==> config.mk <==
export PLATFORM = sky130hd
export DESIGN_NAME = sram_bus_bridge
export DESIGN_NICKNAME = d
export VERILOG_FILES = /design/src/rtl/bus_pkg.sv /design/src/rtl/bus_timer.sv /design/src/rtl/sram_bus_bridge.sv
export SDC_FILE = /design/constraint.sdc
export NUM_CORES = 1
export LEC_CHECK = 0
export CAP_MARGIN = 20
export CORE_AREA = 2 2 87 97
export CTS_BUF_LIST = sky130_fd_sc_hd__clkbuf_8 sky130_fd_sc_hd__clkbuf_16
export CTS_CLUSTER_SIZE = 30
export DETAILED_ROUTE_END_ITERATION = 12
export DIE_AREA = 0 0 89 99
export PLACE_DENSITY = 0.8
export SETUP_SLACK_MARGIN = 0.3
export SLEW_MARGIN = 20
export SYNTH_ARGS = -nofsm -noshare
export SYNTH_HDL_FRONTEND = slang
export SYNTH_SLANG_ARGS = --single-unit
==> constraint.sdc <==
create_clock -name clk_i -period 2.4 [get_ports clk_i]
set_clock_uncertainty 0.2 [all_clocks]
set_input_delay 0.72 -clock clk_i [delete_from_list [all_inputs] [get_ports clk_i]]
set_output_delay 0.72 -clock clk_i [all_outputs]
set_load 0.02 [all_outputs]
==> src/rtl/bus_pkg.sv <==
// bus_pkg: shared state type, default parameters and constants for sram_bus_bridge
package bus_pkg;
  typedef enum logic [2:0] {IDLE, ADDR, SRAM, IO, DONE} bus_state_t;
  localparam int          WAIT_CYCLES_DEF = 2;
  localparam logic [15:0] IO_BASE_DEF     = 16'hFF00;
  localparam int          IO_TIMEOUT_DEF  = 63;
  localparam logic [15:0] BUS_ERR_DATA    = 16'hFFFF;
endpackage

==> src/rtl/bus_timer.sv <==
// bus_timer: 8-bit loadable down-counter that stops at zero
//   clk_i/rst_ni : clock, synchronous active-low reset
//   load_i/load_val_i : load the counter (wins over dec_i)
//   dec_i : decrement by one unless already zero
//   cnt_o/zero_o : current count, count == 0
module bus_timer (
  input  logic       clk_i,
  input  logic       rst_ni,
  input  logic       load_i,
  input  logic [7:0] load_val_i,
  input  logic       dec_i,
  output logic [7:0] cnt_o,
  output logic       zero_o
);
  logic [7:0] cnt_q, cnt_d;
  always_comb cnt_d = load_i ? load_val_i : (dec_i && cnt_q != 8'd0) ? cnt_q - 8'd1 : cnt_q;
  always_ff @(posedge clk_i) begin
    if (!rst_ni) cnt_q <= '0;
    else cnt_q <= cnt_d;
  end
  assign cnt_o  = cnt_q;
  assign zero_o = (cnt_q == 8'd0);
endmodule

==> src/rtl/sram_bus_bridge.sv <==
// sram_bus_bridge: runs CPU multiplexed-bus accesses against a wait-stated SRAM or a handshaked I/O port
//   clk_i/n_reset_i : clock, synchronous active-low reset
//   cpu_*/ale_i/n_me_i/n_oe_i/rnw_i/n_wait_o : core side (address/data mux, strobes, stall)
//   sram_*/n_sram_*_o : SRAM address, data and active-low strobes
//   io_*/bus_err_o : I/O port address, data, level request/ack, timeout pulse
module sram_bus_bridge import bus_pkg::*; #(
  parameter int          AW          = 15,
  parameter int          WAIT_CYCLES = WAIT_CYCLES_DEF,
  parameter logic [15:0] IO_BASE     = IO_BASE_DEF,
  parameter int          IO_TIMEOUT  = IO_TIMEOUT_DEF
) (
  input  logic          clk_i,
  input  logic          n_reset_i,
  input  logic [15:0]   cpu_data_out_i,
  output logic [15:0]   cpu_data_in_o,
  input  logic          ale_i,
  input  logic          n_me_i,
  input  logic          n_oe_i,
  input  logic          rnw_i,
  output logic          n_wait_o,
  output logic [AW-1:0] sram_addr_o,
  output logic [15:0]   sram_wdata_o,
  input  logic [15:0]   sram_rdata_i,
  output logic          n_sram_ce_o,
  output logic          n_sram_oe_o,
  output logic          n_sram_we_o,
  output logic [7:0]    io_addr_o,
  output logic [15:0]   io_wdata_o,
  input  logic [15:0]   io_rdata_i,
  output logic          io_req_o,
  output logic          io_wr_o,
  input  logic          io_ack_i,
  output logic          bus_err_o
);
  bus_state_t  state_q, state_d;
  logic [15:0] addr_q, addr_d, data_q, data_d, wdata_q, wdata_d;
  logic        rnw_q, rnw_d, n_wait_q, n_wait_d, ce_q, ce_d, oe_q, oe_d, we_q, we_d;
  logic        io_req_q, io_req_d, io_wr_q, io_wr_d, bus_err_q, bus_err_d;
  logic        t_load, t_dec, t_zero;
  logic [7:0]  t_val, t_cnt;
  bus_timer u_timer (
    .clk_i(clk_i), .rst_ni(n_reset_i), .load_i(t_load), .load_val_i(t_val),
    .dec_i(t_dec), .cnt_o(t_cnt), .zero_o(t_zero)
  );
  // Read data is captured only when the access was a read and the core enables its input
  always_comb begin
    state_d   = state_q;
    addr_d    = addr_q;
    data_d    = data_q;
    wdata_d   = wdata_q;
    rnw_d     = rnw_q;
    n_wait_d  = n_wait_q;
    ce_d      = ce_q;
    oe_d      = oe_q;
    we_d      = we_q;
    io_req_d  = io_req_q;
    io_wr_d   = io_wr_q;
    bus_err_d = 1'b0;
    t_load    = 1'b0;
    t_dec     = 1'b0;
    t_val     = '0;
    case (state_q)
      IDLE, DONE: begin
        if (ale_i) begin
          state_d = ADDR;
          addr_d  = cpu_data_out_i;
        end else if (state_q == DONE && n_me_i) state_d = IDLE;
      end
      ADDR: if (!n_me_i) begin
        rnw_d   = rnw_i;
        wdata_d = cpu_data_out_i;
        t_load  = 1'b1;
        if (addr_q < IO_BASE) begin
          state_d  = SRAM;
          t_val    = 8'(WAIT_CYCLES);
          ce_d     = 1'b0;
          oe_d     = !rnw_i;
          we_d     = rnw_i;
          n_wait_d = (WAIT_CYCLES == 0);
        end else begin
          state_d  = IO;
          t_val    = 8'(IO_TIMEOUT);
          io_req_d = 1'b1;
          io_wr_d  = !rnw_i;
          n_wait_d = 1'b0;
        end
      end
      SRAM, IO: begin
        if (n_me_i) state_d = IDLE;
        else if (state_q == IO && io_ack_i) begin
          state_d = DONE;
          data_d  = (rnw_q && !n_oe_i) ? io_rdata_i : data_q;
        end else if (t_zero) begin
          state_d   = DONE;
          bus_err_d = (state_q == IO);
          data_d    = (state_q == IO) ? BUS_ERR_DATA : (rnw_q && !n_oe_i) ? sram_rdata_i : data_q;
        end else begin
          t_dec    = 1'b1;
          // the cycle in which the count will read zero completes the access, so no stall then
          n_wait_d = (t_cnt == 8'd1);
        end
        if (state_d != state_q) begin
          ce_d     = 1'b1;
          oe_d     = 1'b1;
          we_d     = 1'b1;
          io_req_d = 1'b0;
          n_wait_d = 1'b1;
        end
      end
      default: state_d = IDLE;
    endcase
  end
  always_ff @(posedge clk_i) begin
    if (!n_reset_i) begin
      state_q   <= IDLE;
      addr_q    <= '0;
      data_q    <= '0;
      wdata_q   <= '0;
      rnw_q     <= 1'b0;
      n_wait_q  <= 1'b1;
      ce_q      <= 1'b1;
      oe_q      <= 1'b1;
      we_q      <= 1'b1;
      io_req_q  <= 1'b0;
      io_wr_q   <= 1'b0;
      bus_err_q <= 1'b0;
    end else begin
      state_q   <= state_d;
      addr_q    <= addr_d;
      data_q    <= data_d;
      wdata_q   <= wdata_d;
      rnw_q     <= rnw_d;
      n_wait_q  <= n_wait_d;
      ce_q      <= ce_d;
      oe_q      <= oe_d;
      we_q      <= we_d;
      io_req_q  <= io_req_d;
      io_wr_q   <= io_wr_d;
      bus_err_q <= bus_err_d;
    end
  end
  assign cpu_data_in_o = data_q;
  assign n_wait_o      = n_wait_q;
  assign sram_addr_o   = addr_q[AW-1:0];
  assign sram_wdata_o  = wdata_q;
  assign n_sram_ce_o   = ce_q;
  assign n_sram_oe_o   = oe_q;
  assign n_sram_we_o   = we_q;
  assign io_addr_o     = addr_q[7:0];
  assign io_wdata_o    = wdata_q;
  assign io_req_o      = io_req_q;
  assign io_wr_o       = io_wr_q;
  assign bus_err_o     = bus_err_q;
endmodule

==> results of run 1 <==
what timing repair did:
| action | in CTS | in global routing |
|---|---|---|
| gates resized for setup | 95 | 15 |
| setup endpoints to repair | 128 | 23 |
| gates cloned | 1 | 0 |
| pin swaps | 3 | 4 |
| setup buffers | 3 | 3 |
layout by cell type, fill, tap and decap left out, drive strengths merged, types with 2 or more instances in the layout:
cell type and count:
a211oi 3, a21boi 2, a21oi 54, a221oi 2
a31oi 5, and4 3, buf 36, clkbuf 12
clkdlybuf4s50 52, clkinv 2, clkinvlp 2, dfxtp 67
dlygate4sd2 79, ha 2, inv 4, nand2 77
nand2b 2, nand3 5, nand3b 16, nand4 2
nor2 4, nor2b 4, nor3 4, nor3b 4
nor4 4, nor4b 2, o2111ai 17, o21a 2
o21ai 26, o22ai 2, or3 3, or3b 3
or4 2
area by class of cell:
type | count | area (sq um) | share of cell area
multi-input combinational | 267 | 1675 | 0.3425
timing repair buffer | 168 | 1519 | 0.3105
sequential | 67 | 1343 | 0.2744
clock buffer | 11 | 151.4 | 0.03095
tap | 108 | 135.1 | 0.02762
clock inverter | 4 | 50.05 | 0.01023
inverter | 5 | 18.77 | 0.003836
tightest hold or removal path: stages, from the launching register on:
cell	delay (ns)
dfxtp_1	0.31
o21ai_0	0.06
a21oi_1	0.06
power by group through the flow:
| stage | sequential (mW) | combinational, mW | clock (mW) |
|---|---|---|---|
| global placement | 1.22 | 0.551 | 0 |
| CTS | 1.19 | 0.551 | 0.969 |
| floorplan | 1.22 | 0.317 | 0 |
| finish | 1.19 | 0.566 | 0.955 |
| detailed placement | 1.22 | 0.558 | 0 |
| global route | 1.20 | 0.604 | 1.02 |
stage by stage:
stage / setup slack [ns] / utilization / setup TNS [ns]
2_1_floorplan: 0.1935 / - / 0
3_3_place_gp: -0.2742 / 0.5942 / -6.693
3_5_place_dp: -0.3251 / 0.5942 / -7.192
4_1_cts: 0.3077 / 0.6176 / 0
5_1_grt: 0.2663 / 0.6250 / 0
6_report: 0.3436 / 0.6250 / 0
logic make-up after synthesis:
logic type,Yosys count,share of synthesized area
and+or+nand+nor,141,0.2256
AOI/OAI and AO/OA,120,0.2285
buffers and inverters,74,0.1330
DFF,67,0.3970
xor gates and xnor gates,2,0.005186
adders and majority gates,2,0.007406
muxes,1,0.003333
layer usage:
metal	up-vias	GRT usage	share of wire
met5	-	0	0
met4	0	0.08955	0.016
met3	12	0.04774	0.047
met2	95	0.3662	0.51
met1	1637	0.2897	0.42
li1	1638	-	-
sequential cells by signal (all words and copies together), names as in the netlist:
signal         flops
addr_q            16
bus_err_o          1
cpu_data_in_o     16
io_req_o           1
io_wdata_o        16
io_wr_o            1
n_sram_ce_o        1
n_sram_oe_o        1
n_sram_we_o        1
n_wait_o           1
rnw_q              1
state_q            3
u_timer.cnt_o      8
final timing paths:
kind	from	end	slack [ns]	depth (start not counted)
worst max-delay path	state_q[1]	u_timer.cnt_o[3]	0.34	5
worst min-delay path	cpu_data_in_o[1]	cpu_data_in_o[1]	0.27	2
worst max register to register	state_q[1]	u_timer.cnt_o[3]	0.34	5
worst min register to register	cpu_data_in_o[1]	cpu_data_in_o[1]	0.27	2
==> results.md, run 1 <==
* Routed WL at approximately 9.9 mm
* Crit path max fanout at 11
* Switching power at 0.7713 mW
* Row Count at 34
* Placed inst area at 0.004651 sq mm
* Netlist cell types at 57
* 1st-pass router iterations at 4
* Buf/Inv on CP at 1
* Syn Nets at between 400 and 500
* Fin crit period at 2.056 ns
* Die area at 0.008811 sq mm
* Warnings, synthesis at 0
* Post-DP HPWL at 7.084 mm
* CTS tree: done
* Most frequent cell after synthesis: nand2_1
* Core area at about 0.0078 sq mm
* Wire per inst at 15.68 um
* Crit path required time at 2.46 ns
* Maximum clock path buffer count at 2
* Switching portion of total power at 0.2845
* Cell Area, Synth at between 0.003 and 0.004 sq mm
* Ys async rst share at 0
* Post-synth EDFFs at 0
* Sequential share of the synthesized area at 0.3970
* Clock slew at reported path FFs at 0.07 ns
* Hold Crit Class: reg2reg
* N_diodes at 0
* Worst stage delay on the critical path at 0.58 ns
* Via-per-instance ratio at 5.368
* Final net count at 575
* Die width at slightly below 90 um
* Vias at 3382
* IO Pins at 133
* Top Family by Delay on Critical Path: flip-flops
* Final setup fails at 0
* Seq cells post-synth at 67
* H-tree Lvls at 3
* Post-CTS Hold Buffers at 0
* Finished Layout Cells at 630
* Peak VDD IR at 0.0003827 V
* Crit share post-route at 0.8569
* Initial antenna violation count at 0
* Clk sinks at 67
* DRC Markers at 0
* Final GP Congestion at about 0.91
* Seq pwr share at 0.439
* Area leader, netlist: dfxtp_1
* Clk pwr share at 0.352
* Total power draw at 2.711 mW
* Critical-path cell list: or3b_4 > a221oi_4 > buf_4 > o22ai_1 > a211oi_2
* Internal at 1.939 mW
* Initial Utilization at 0.4316
* WP data arrival at 2.12 ns
* Final Hold Viols at 0
* Most frequent cells after synthesis: 77 x nand2_1, 67 x dfxtp_1, 54 x a21oi_1
* Top post-synthesis cells by area: dfxtp_1 40%, buf_4 9.1%, nand2_1 8.6%
* Synth top area share at 0.3970
* Status: complete, no violations
* Worst Hold Margin at 0.2702 ns
* Post-synth top flop: dfxtp_1
* Syn avg cell area at 8.300 sq um
* Post-DRT Antenna Nets at 0
* CP startpoint kind: register
* Fin area at between 0.004 and 0.005 sq mm
* Worst rel slew slack at 0.5130
* Gr ovfl total at 0
* Worst slew pin tran at ~0.72 ns
* Cell area power density at 554.1 mW/mm^2
* CP max-delay cell: dfxtp_1
* Largest net degree at the start of global routing at 37
* Layout area overhead at 44.81%
* Critical path type: reg2reg
* Worst skew pair latency at 0.33 ns
* Mapped Cells at around 400
* Leakage at 2.070 nW
* CP endpoint kind: register
* Fmax at 486.3 MHz
* Fillcell total at 744
* Iteration-0 DRC Markers at 168
* Placed Cells at 608
* Die H at between 90 and 100 um
* Gate power share at 0.209
* Vias in the first global route at 3187
* Max_cap viols at 0
* IO buf count at 132
* First-pass GRT wire length at 15.68 mm
* RSZ-0062 raised after global routing: yes
* Slew Viols, Final at 0
* Total CTS buffers at 9
* Overall routing resource usage at 0.2256
* Layout cells sized above 1 at 0.1494
* Root Buffer: clkbuf_8
Note: power is estimated with default switching activity, not from simulation.
==> inputs of run 2 (changes only) <==
- CELL_PAD_IN_SITES_DETAIL_PLACEMENT: unset -> 0
- CELL_PAD_IN_SITES_GLOBAL_PLACEMENT: unset -> 2
- CORE_AREA: 2 2 87 97 -> 2 2 114 127
- CTS_BUF_LIST: sky130_fd_sc_hd__clkbuf_8 sky130_fd_sc_hd__clkbuf_16 -> sky130_fd_sc_hd__clkbuf_4 sky130_fd_sc_hd__clkbuf_8
- DIE_AREA: 0 0 89 99 -> 0 0 116 129
- PLACE_DENSITY: 0.8 -> unset
- PLACE_DENSITY_LB_ADDON: unset -> 0.1
==> results.md, run 2 (same netlist as run 1, synthesis figures left out) <==
* Final setup TNS at 0 ns
* Switching power at just over 0.8 mW
* H-tree Lvls at 3
* Hold Path Stages at 2
* CP endpoint kind: register
* Hold path start: rnw_q
* Core area at between 0.01 and 0.015 sq mm
* N_diodes at 0
* Clk sinks at between 60 and 70
* Crit path max fanout at 7
* Post-DP HPWL at 8.130 mm
* Finished Layout Cells at ~720
* 1st-pass router iterations at 4
* Switching portion of total power at 0.2996
* Gr ovfl total at 0
* Row Count at 45
* Reg-to-Reg Start: u_timer.cnt_o[5]
* Routed WL at 11.67 mm
* Worst slew pin tran at between 0.5 and 0.6 ns
* Worst skew pair latency at 0.36 ns
* Vias in the first global route at approximately 3200
* WP data arrival at ~2.1 ns
* Total CTS buffers at 9
* Max_cap viols at 0
* Initial antenna violation count at 0
* Overall routing resource usage at 0.1583
* Post-DRT Antenna Nets at 0
* DRC Markers at 0
* Critical path type: in2reg
* Root Buffer: clkbuf_8
* Met3 routed WL at 546 um
* Worst stage delay on the critical path at 0.50 ns
* Worst Hold Margin at 0.2580 ns
* Reg-to-Reg End: n_sram_ce_o
* Final GP Congestion at 0.7962
* RSZ-0062 raised after global routing: no
* Die width at between 100 and 150 um
* Crit share post-route at 0.8466
* Critical-path cell list: clkbuf_2 > or4b_4 > buf_8 > nor3_4 > o22ai_2 > a221oi_2
* Worst Hold End: rnw_q
* Initial Utilization at 0.2479
* Most frequent cells in the layout: 77 x nand2_1, 77 x dlygate4sd2_1, 64 x dfxtp_1
* Vias at 3326
* Crit path required time at 2.48 ns
* Cell area power density at 534.0 mW/mm^2
* Total power draw at 2.715 mW
* CTS tree: done
* Fillcell total at 1471
* Largest net degree at the start of global routing at 39
* Placed Cells at slightly below 700
* Layout cells sized above 1 at 0.1695
* Final net count at about 600
* Final setup fails at 0
* Final Hold Viols at 0
* First-pass GRT wire length at 17.86 mm
* Max Used Layer: met4
* IO buf count at 132
* IO Pins at 133
* Gate power share at 0.220
* Clk pwr share at 0.339
* R2r setup slk at 0.37 ns
* Via-per-instance ratio at 4.626
* CP max-delay cell: or4b_4
* Wire per inst at 16.24 um
* Fmax at 492.2 MHz
* Clock slew at reported path FFs at 0.07 ns
* Peak VDD IR at 0.0002172 V
* Post-CTS Hold Buffers at 0
* Worst rel slew slack at 0.6378
* Layout area overhead at 50.48%
* Maximum clock path buffer count at 2
* Iteration-0 DRC Markers at 135
* Worst reg2reg path depth at 5
* Internal at 1.902 mW
* Fin crit period at between 2 and 2.5 ns
* DR WL met2 at 5.598 mm
* Slew Viols, Final at 0
* CP startpoint kind: input pin
* Seq pwr share at 0.440
* Leakage at roughly 2.1 nW
* Die H at approximately 130 um
* M1 WL at 5.284 mm
* Die area at roughly 0.015 sq mm
* Hold Crit Class: reg2reg
* Status: complete, no violations
==> run 2: layout make-up <==
cell class                      instances  area, sq um  area share
Timing Repair Buffer                  177         1645      0.3237
Tap cell                              188        235.2     0.04627
Clock inverter                          2        10.01    0.001969
Inverter                                5        18.77    0.003692
Sequential cell                        67         1345      0.2646
Clock buffer                           14        173.9     0.03421
Multi-Input combinational cell        266         1655      0.3256
==> run 2: worst max path at each step <==
stage / start / to / slack, ns / depth (start not counted)
after floorplan: n_me_i / u_timer.cnt_o[4] / 0.19 / 6
after global placement: n_me_i / u_timer.cnt_o[4] / -0.37 / 6
after detailed placement: n_me_i / u_timer.cnt_o[4] / -0.36 / 6
after CTS: n_me_i / u_timer.cnt_o[7] / 0.24 / 8
after global routing: u_timer.cnt_o[1] / n_sram_ce_o / 0.30 / 7
final: n_me_i / u_timer.cnt_o[4] / 0.37 / 6
==> run 2: worst max-delay path, delay by kind of cell <==
| kind | cells | cell delay [ns] |
|---|---|---|
| AOI/OAI and AO/OA | 2 | 0.33 |
| and+or+nand+nor | 2 | 0.79 |
| buffers and inverters | 2 | 0.26 |
==> run 2: timing repair <==
| item | CTS | global route |
|---|---|---|
| cloned | 0 | 1 |
| endpoints found under the setup margin | 127 | 27 |
| resized for setup | 88 | 30 |
| setup buffers | 7 | 4 |
| pin swaps | 5 | 5 |
==> run 2: layer usage <==
metal  vias to the layer above  GRT usage
li1                       1658          -
met1                      1569     0.2066
met2                        83     0.2491
met3                        16    0.03674
met4                         0    0.07003
met5                         -          0
==> run 2: stage by stage <==
stage	utilization	cell area, sq um	worst slack, ns
after floorplan	-	3401	0.1935
after global placement	0.3522	4798	-0.3711
after detailed placement	0.3522	4798	-0.3614
after CTS	0.3664	4992	0.2410
after global routing	0.3731	5084	0.3023
final	0.3731	5084	0.3682
==> run 2: power by group through the flow <==
stage / clock network, mW / logic [mW] / registers (mW)
4_1_cts: 0.962 / 0.587 / 1.19
5_1_grt: 1.01 / 0.647 / 1.20
6_report: 0.921 / 0.598 / 1.20
3_5_place_dp: 0 / 0.584 / 1.22
3_3_place_gp: 0 / 0.588 / 1.22
2_1_floorplan: 0 / 0.317 / 1.22
